<file path="config.mk">
export PLATFORM = sky130hd
export DESIGN_NAME = stream_rr_arbiter
export DESIGN_NICKNAME = d
export VERILOG_FILES = /design/src/rtl/stream_rr_arbiter.sv
export SDC_FILE = /design/constraint.sdc
export NUM_CORES = 1
export LEC_CHECK = 0
export CORE_UTILIZATION = 50
export CTS_CLUSTER_SIZE = 8
export DETAILED_ROUTE_END_ITERATION = 7
export DONT_BUFFER_PORTS = 1
export HOLD_SLACK_MARGIN = 0.02
export PLACE_DENSITY = 0.67
export SLEW_MARGIN = 20
export SYNTH_ARGS = -nofsm -noshare
export SYNTH_HDL_FRONTEND = slang
export SYNTH_SLANG_ARGS = --single-unit
</file>
<file path="constraint.sdc">
create_clock -name clk_i -period 1.8 [get_ports clk_i]
set_input_delay 0.27 -clock clk_i [delete_from_list [all_inputs] [get_ports clk_i]]
set_output_delay 0.27 -clock clk_i [all_outputs]
set_load 0.03 [all_outputs]
</file>
<file path="src/rtl/stream_rr_arbiter.sv">
// Round-robin arbiter with packet lock feeding one registered
// ready/valid output channel shared by num_req_p requesters.
module stream_rr_arbiter #(
  parameter int width_p = 8,
  parameter int num_req_p = 2,
  localparam int id_w = $clog2(num_req_p)
) (
  input  logic                         clk_i,
  input  logic                         reset_i,
  input  logic [num_req_p*width_p-1:0] data_i,
  input  logic [num_req_p-1:0]         valid_i,
  input  logic [num_req_p-1:0]         last_i,
  output logic [num_req_p-1:0]         ready_o,
  output logic                         valid_o,
  output logic [width_p-1:0]           data_o,
  output logic [id_w-1:0]              src_o,
  output logic                         last_o,
  input  logic                         ready_i
);

  typedef enum logic {IDLE, LOCKED} state_e;

  state_e state_r, state_n;

  logic [id_w-1:0]    ptr_r, ptr_n;
  logic [id_w-1:0]    grant_r, grant_n;
  logic [id_w-1:0]    sel, sel_inc, cand;
  logic [id_w:0]      wide;
  logic               sel_ok, sel_last;
  logic               space, accept;
  logic [width_p-1:0] sel_data;

  logic               full_r;
  logic [width_p-1:0] data_r;
  logic [id_w-1:0]    src_r;
  logic               last_r;

  assign space = !full_r || ready_i;

  // Reverse scan so the smallest offset from ptr_r wins.
  always_comb begin
    sel    = grant_r;
    sel_ok = 1'b0;
    wide   = '0;
    cand   = '0;
    if (state_r == LOCKED) begin
      sel_ok = 1'b1;
    end else begin
      for (int i = num_req_p - 1; i >= 0; i--) begin
        wide = {1'b0, ptr_r} + (id_w+1)'(i);
        if (wide >= (id_w+1)'(num_req_p))
          wide = wide - (id_w+1)'(num_req_p);
        cand = wide[id_w-1:0];
        if (valid_i[cand]) begin
          sel    = cand;
          sel_ok = 1'b1;
        end
      end
    end
  end

  always_comb begin
    sel_data = '0;
    for (int k = 0; k < num_req_p; k++) begin
      if (sel == id_w'(k))
        sel_data = data_i[k*width_p +: width_p];
    end
  end

  assign sel_last = last_i[sel];
  assign accept   = sel_ok && valid_i[sel] && space;
  assign sel_inc  = (sel == id_w'(num_req_p - 1)) ? '0 : sel + 1'b1;

  always_comb begin
    ready_o = '0;
    if (sel_ok)
      ready_o[sel] = space;
  end

  always_comb begin
    state_n = state_r;
    ptr_n   = ptr_r;
    grant_n = grant_r;
    if (accept) begin
      unique case (state_r)
        IDLE: begin
          if (sel_last) begin
            ptr_n = sel_inc;
          end else begin
            state_n = LOCKED;
            grant_n = sel;
          end
        end
        LOCKED: begin
          if (sel_last) begin
            state_n = IDLE;
            ptr_n   = sel_inc;
          end
        end
        default: ;
      endcase
    end
  end

  always_ff @(posedge clk_i or posedge reset_i) begin
    if (reset_i) begin
      state_r <= IDLE;
      ptr_r   <= '0;
      grant_r <= '0;
    end else begin
      state_r <= state_n;
      ptr_r   <= ptr_n;
      grant_r <= grant_n;
    end
  end

  always_ff @(posedge clk_i or posedge reset_i) begin
    if (reset_i) begin
      full_r <= 1'b0;
      data_r <= '0;
      src_r  <= '0;
      last_r <= 1'b0;
    end else if (accept) begin
      full_r <= 1'b1;
      data_r <= sel_data;
      src_r  <= sel;
      last_r <= sel_last;
    end else if (ready_i) begin
      full_r <= 1'b0;
    end
  end

  assign valid_o = full_r;
  assign data_o  = data_r;
  assign src_o   = src_r;
  assign last_o  = last_r;

endmodule
</file>
After elaboration in Yosys (flattened, before gate mapping)
Cells that the tools add are included.
{"block": "word_totals", "ff_bits": 14, "output_inout_bits": 13}
{"block": "op_classes", "n_bitwise": 3, "order_cmp": 6, "mux": 27, "n_reduce_logical": 8, "addsub": 4}
{"cell": "2-to-1 mux 1 bit", "n": 24}
{"cell": "2-to-1 mux 8 bit", "n": 1}
{"cell": "< comparator 1 x 2 -> 1 bit, second input constant", "n": 3}
{"cell": "logical AND 1 bit", "n": 3}
{"cell": "AND reduction 3 bit", "n": 1}
{"cell": "adder 1 x 1 -> 2 bit, second input constant", "n": 1}
{"cell": "AND 2 bit", "n": 1}
{"cell": ">= comparator 1 x 2 -> 1 bit, second input constant", "n": 1}
{"cell": ">= comparator 2 bit, second input constant", "n": 1}
{"cell": "2-to-1 mux 2 bit", "n": 1}
{"cell": "inverter 1 bit", "n": 2}
{"cell": "AND reduction 2 bit", "n": 1}
{"cell": "nonzero test 2 bit", "n": 1}
{"cell": "subtractor 1 bit, second input constant", "n": 2}
{"cell": "adder 1 bit, second input constant", "n": 1}
{"cell": "demux 1 bit (select 1 bit)", "n": 1}
{"cell": ">= comparator 1 bit, second input constant", "n": 1}
{"cell": "zero test 1 bit", "n": 1}
{"cell": "logical OR 1 bit", "n": 1}

Logic depth before layout (Yosys ltp)
{"block": "depth", "word_depth": 15, "mapped_depth": 7, "depth_no_buf": 5}

Least setup slack after synthesis
OpenSTA, ideal clock, no wires.
{"block": "synth_timing", "path_kind": "register -> output", "start": "register ptr_r", "end": "output port ready_o[0]", "required_time_ns": 1.530, "arrival_time_ns": 1.446, "n_path_buf": 1, "path_slack_ns": 0.084, "path_stages_with_launch": 5, "cell_sequence": "dfrtp_1 > a21bo_1 > o22ai_4 > buf_8 > nor2b_1"}
{"block": "synth_via", "elab_chain_len": 15, "word_cells_on_any_way": 26, "classes_between": "add/sub (3); order compare (4); mux (17); bitwise (1); reduce/logical (1)"}
{"element": "start: declaration", "line": "25", "text": "logic [id_w-1:0] ptr_r, ptr_n;"}
{"element": "start signal: assignment", "line": "112", "text": "ptr_r <= ptr_n;"}
{"element": "adder 1 x 1 -> 2 bit", "line": "50", "text": "wide = {1'b0, ptr_r} + (id_w+1)'(i);"}
{"element": ">= comparator 2 bit / subtractor 1 bit (equally long branches)", "line": "51, 52"}
{"element": "2-to-1 mux 1 bit", "line": "51", "text": "if (wide >= (id_w+1)'(num_req_p))"}
{"element": "2-to-1 mux 1 bit", "line": "46", "text": "if (state_r == LOCKED) begin"}
{"element": "2-to-1 mux 1 bit (not written as such) (2 in series)", "line": "54", "text": "if (valid_i[cand]) begin"}
{"element": "2-to-1 mux 1 bit (2 in series)", "line": "54"}
{"element": "2-to-1 mux 1 bit", "line": "46"}
{"element": "< comparator 1 x 2 -> 1 bit (not written as such) / >= comparator 1 bit (equally long branches)", "line": "77", "text": "ready_o[sel] = space;"}
{"element": "logical AND 1 bit (not written as such)", "line": "77"}
{"element": "2-to-1 mux 1 bit (not written as such)", "line": "77"}
{"element": "demux 1 bit (select 1 bit)", "line": "77"}
{"element": "AND 2 bit (no line)"}
{"element": "2-to-1 mux 2 bit *", "line": "76", "text": "if (sel_ok)"}
{"element": "end: declaration", "line": "13", "text": "output logic [num_req_p-1:0] ready_o,"}
Every way passes the cells marked *; elsewhere a longest branch is shown, timed or not. The select of a mux whose other input is x is not followed.

Worst setup path after layout
{"block": "layout_timing", "start": "register state_r", "end": "output port ready_o[0]"}
{"block": "layout_via", "elab_chain_len": 7, "word_cells_on_any_way": 9, "classes_between": "order compare (2); mux (5); bitwise (1); reduce/logical (1)"}
{"element": "start: declaration", "line": "23", "text": "state_e state_r, state_n;"}
{"element": "start signal: assignment", "line": "111", "text": "state_r <= state_n;"}
{"element": "2-to-1 mux 1 bit", "line": "46"}
{"element": "< comparator 1 x 2 -> 1 bit (not written as such) / >= comparator 1 bit (equally long branches)", "line": "77"}
{"element": "logical AND 1 bit (not written as such)", "line": "77"}
{"element": "2-to-1 mux 1 bit (not written as such)", "line": "77"}
{"element": "demux 1 bit (select 1 bit)", "line": "77"}
{"element": "AND 2 bit (no line)"}
{"element": "2-to-1 mux 2 bit *", "line": "76"}
Every way passes the cells marked *; elsewhere a longest branch is shown, timed or not.

==> results.md <==
- The flow ran to the end, and the final reports show no timing, DRC or antenna violations.
- Data arrives at the worst endpoint at 1.40 ns.
- The placer's final routability congestion estimate is approximately 0.7.
- Relative to the synthesized area, the layout overhead comes to 11.5%.
- The area of all placed cells without fillers is 801 sq um.
- After clock tree synthesis, the clock-pin slew on the worst setup and hold paths is ~0.080 ns.
- The top-level port count is 36.
- Using the TritonRoute via totals, the vias-per-cell ratio works out to roughly 6.
- Excluding fillers, the count of instances in the completed layout stands at a little over 90.
- For the final database, setup skew stands at around 0.0061 ns.
- The final number of max-transition violations was 0.
- The highest clock frequency the design can meet is about 0.60 GHz.
- For this design the static power due to leakage is 0.400 nW.
- After synthesis, the most frequently instantiated cells are 14 x sky130_fd_sc_hd__dfrtp_1, 11 x sky130_fd_sc_hd__nand2_1, 10 x sky130_fd_sc_hd__o21ai_1.
- Synthesis produced a netlist whose cell count is 71.
- Counting flops with an async set or reset pin after synthesis yields a share of 1.00.
- The count of endpoints failing setup in the final report is 0.
- In the final layout, the share of cells above drive strength 1 is 0.167.
- The max-capacitance violation count is 0.
- The number of cells after detailed placement is 88.
- TritonCTS built the clock tree.
- The total negative slack for setup checks is 0 ns.
- The overall via count from detail_route is 542.
- The first global-routing pass estimated between 2000 and 2500 um of wire.
- The total of cells resized after clock tree synthesis is 0.
- The required time reported for the critical path endpoint is around 1.5 ns.
- The area occupied by multi-input gates is 325 sq um.
- The first detailed-routing pass ran for 4 iterations.
- The final worst-path cycle share is 0.929.
- The launching element type of the critical path is a flop.
- In this run the power density over the cells is 1970 nW/um^2.
- The number of antenna diodes in the final layout is 0.
- The number of cells on the critical path is 4.
- Registers take ~350 sq um.
- For this run, the post-layout net count is between 100 and 150.
- The quantity of I/O buffers inserted on ports is 0.
- The initial antenna violation count is 0.
- The largest net degree at the start of global routing is 15.
- After synthesis, the cell types taking the most area are sky130_fd_sc_hd__dfrtp_1 49%, sky130_fd_sc_hd__mux2i_1 13%, sky130_fd_sc_hd__o21ai_1 7.0%, sky130_fd_sc_hd__nand2_1 5.7%, sky130_fd_sc_hd__o22ai_4 2.8%.
- The library cell with the largest summed area after synthesis is sky130_fd_sc_hd__dfrtp_1.
- Setup repair after global routing left no endpoint under its margin.
- The HPWL after detailed placement is between 1000 and 1500 um.
- The cell depth of the worst min-delay path is 2.
- The tightest hold margin is ~0.15 ns.
- The starting DRC count in detailed routing is 7.
- The count of unique library cells instantiated by Yosys is 21.
- The region available for standard cell placement spans roughly 1300 sq um.
- During synthesis, Yosys emitted a total of 0 warnings.
- The worst relative slew slack is 0.663.
- The per-cell routed wire length is around 15 um.
- The most common cell in the netlist is sky130_fd_sc_hd__dfrtp_1.
- The insertion delay to the later sink of the worst-skew pair is roughly 0.27 ns.
- The number of routed nets with antenna violations is 0.
- Synthesis inferred 14 register bits.
- The type of the setup path with the least slack is reg2out.
- The clock period could shrink to between 1.5 and 2 ns.
- The die covers approximately 1600 sq um.
- The overall routing resource usage is 0.207.
- The cell at the slowest stage of the critical path is sky130_fd_sc_hd__dfrtp_1.
- The final core area utilization is 0.608.
- The worst-case IR drop observed on VDD is ~0.92 mV.
- Synthesis produced a netlist with a net count of 94.
- The die span in x is 39.9 um.
- In this run the cell area measured after placement is 754 sq um.
- STA classifies the critical path endpoint as a primary output.
- The count of cells along the worst register-to-register path is 5.
- In this run, synthesis inferred 0 flip-flops with an integrated enable.
- The buffer cell driving the clock tree root is sky130_fd_sc_hd__clkbuf_4.
- In this run the number of H-tree levels came out at 1.
- The netlist area before placement is a little over 700 sq um.
- The number of buffers and inverters on the critical path is 1.
- The share of synthesized area occupied by flip-flops and latches is 0.488.
- The number of global-route vias before repair is between 500 and 600.
- The kind of cell adding the most delay to the critical path is flip-flops.
- On the worst path, the slowest cell contributes a delay of about 0.52 ns.
- The area share of the largest cell type after synthesis is 0.488.
- The critical path goes through nor2b_2 > o22ai_4 > nor2b_1 > buf_4.
- The slew at the pin with the worst max-slew slack is between 0.5 and 0.6 ns.
- The min-delay analysis places its worst path in the category in2reg.
- Global routing finished with a remaining overflow of 0.
- The number of rows created at floorplan is 13.
- The main flop type after synthesis is sky130_fd_sc_hd__dfrtp_1.
- The number of buffers created by CTS is 3.
- For this configuration, the core starts out at a cell density of 0.545.
- The clock passes through at most 2 buffers.
- The clock sink count is 14.
- The DRC violations left is 0.
- The top fanout value on the critical path is 8.
- The routed design has around 1400 um of wire.
- From bottom edge to top edge, the die measures 39.9 um.
- The average footprint of a synthesized cell is slightly above 10 sq um.
- The number of hold violations in the final report was 0.
- The filler cells instantiated in the layout total ~120.
-- placed cells by master, fill, tap and decap left out, drive strengths merged --
cell type / Yosys / routed
o221ai: 1 / 1
a21oi: 1 / 1
o31ai: 2 / 2
o21ai: 10 / 10
nor2: 1 / 1
nand2b: 3 / 3
dlygate4sd3: 0 / 1
buf: 2 / 6
o22ai: 1 / 1
nand3: 3 / 3
dfrtp: 14 / 14
clkbuf: 2 / 4
a21o: 2 / 2
mux2i: 9 / 9
nor4: 1 / 1
a21bo: 1 / 1
inv: 4 / 4
a21boi: 1 / 1
nor2b: 2 / 2
nand2: 11 / 11
-- flip-flops by register name, indices dropped and copies added (netlist names) --
register	flops
data_o	8
grant_r	1
last_o	1
ptr_r	1
src_o	1
state_r	1
valid_o	1
-- metrics by stage --
stage                     setup WS (ns)  power [mW]
after floorplan                  0.0845        1.24
after global placement            0.385        1.34
after detailed placement          0.341        1.37
after CTS                         0.105        1.59
after global routing             0.0111        1.70
final                             0.128        1.58
-- power breakdown --
group / switching (mW) / leakage, nW / total (mW) / internal, mW
clock network: 0.0953 / 0.0210 / 0.218 / 0.123
logic: 0.303 / 0.211 / 0.548 / 0.245
registers: 0.352 / 0.168 / 0.812 / 0.460
-- final cells by class --
class                   count  area share
clock buffers               4      0.0453
well taps                  15      0.0234
multi-input cells          49       0.406
flip-flops and latches     14       0.438
inverters                   4      0.0188
repair buffers              7      0.0687
-- timing repair --
action	4_1_cts	5_1_grt
endpoints found under the hold margin	14	0
buffers inserted	0	0
hold buffers	1	0
-- cell families after synthesis --
family,count (synthesis),share of synthesized area
compound gates,19,0.188
buf+inv,8,0.0592
flops,14,0.488
mux,9,0.125
simple gates,21,0.139
-- worst paths after layout --
kind | start | endpoint | slack (ns)
min in group asynchronous | reset_i | ptr_r | 0.46
worst min-delay path | valid_i[1] | src_o | 0.15
worst max register to register | state_r | data_o[6] | 0.30
worst min register to register | ptr_r | ptr_r | 0.54
worst max-delay path | state_r | ready_o[0] | 0.13
max in group asynchronous | reset_i | state_r | 1.00
-- routing by layer --
layer,part of all wire,vias to the layer above,global-route usage
met5,0,-,0
met4,0.018,0,0.103
met3,0.077,2,0.0568
met2,0.53,24,0.363
met1,0.37,254,0.225
li1,-,262,-
Power figures use the tool's default switching activity.
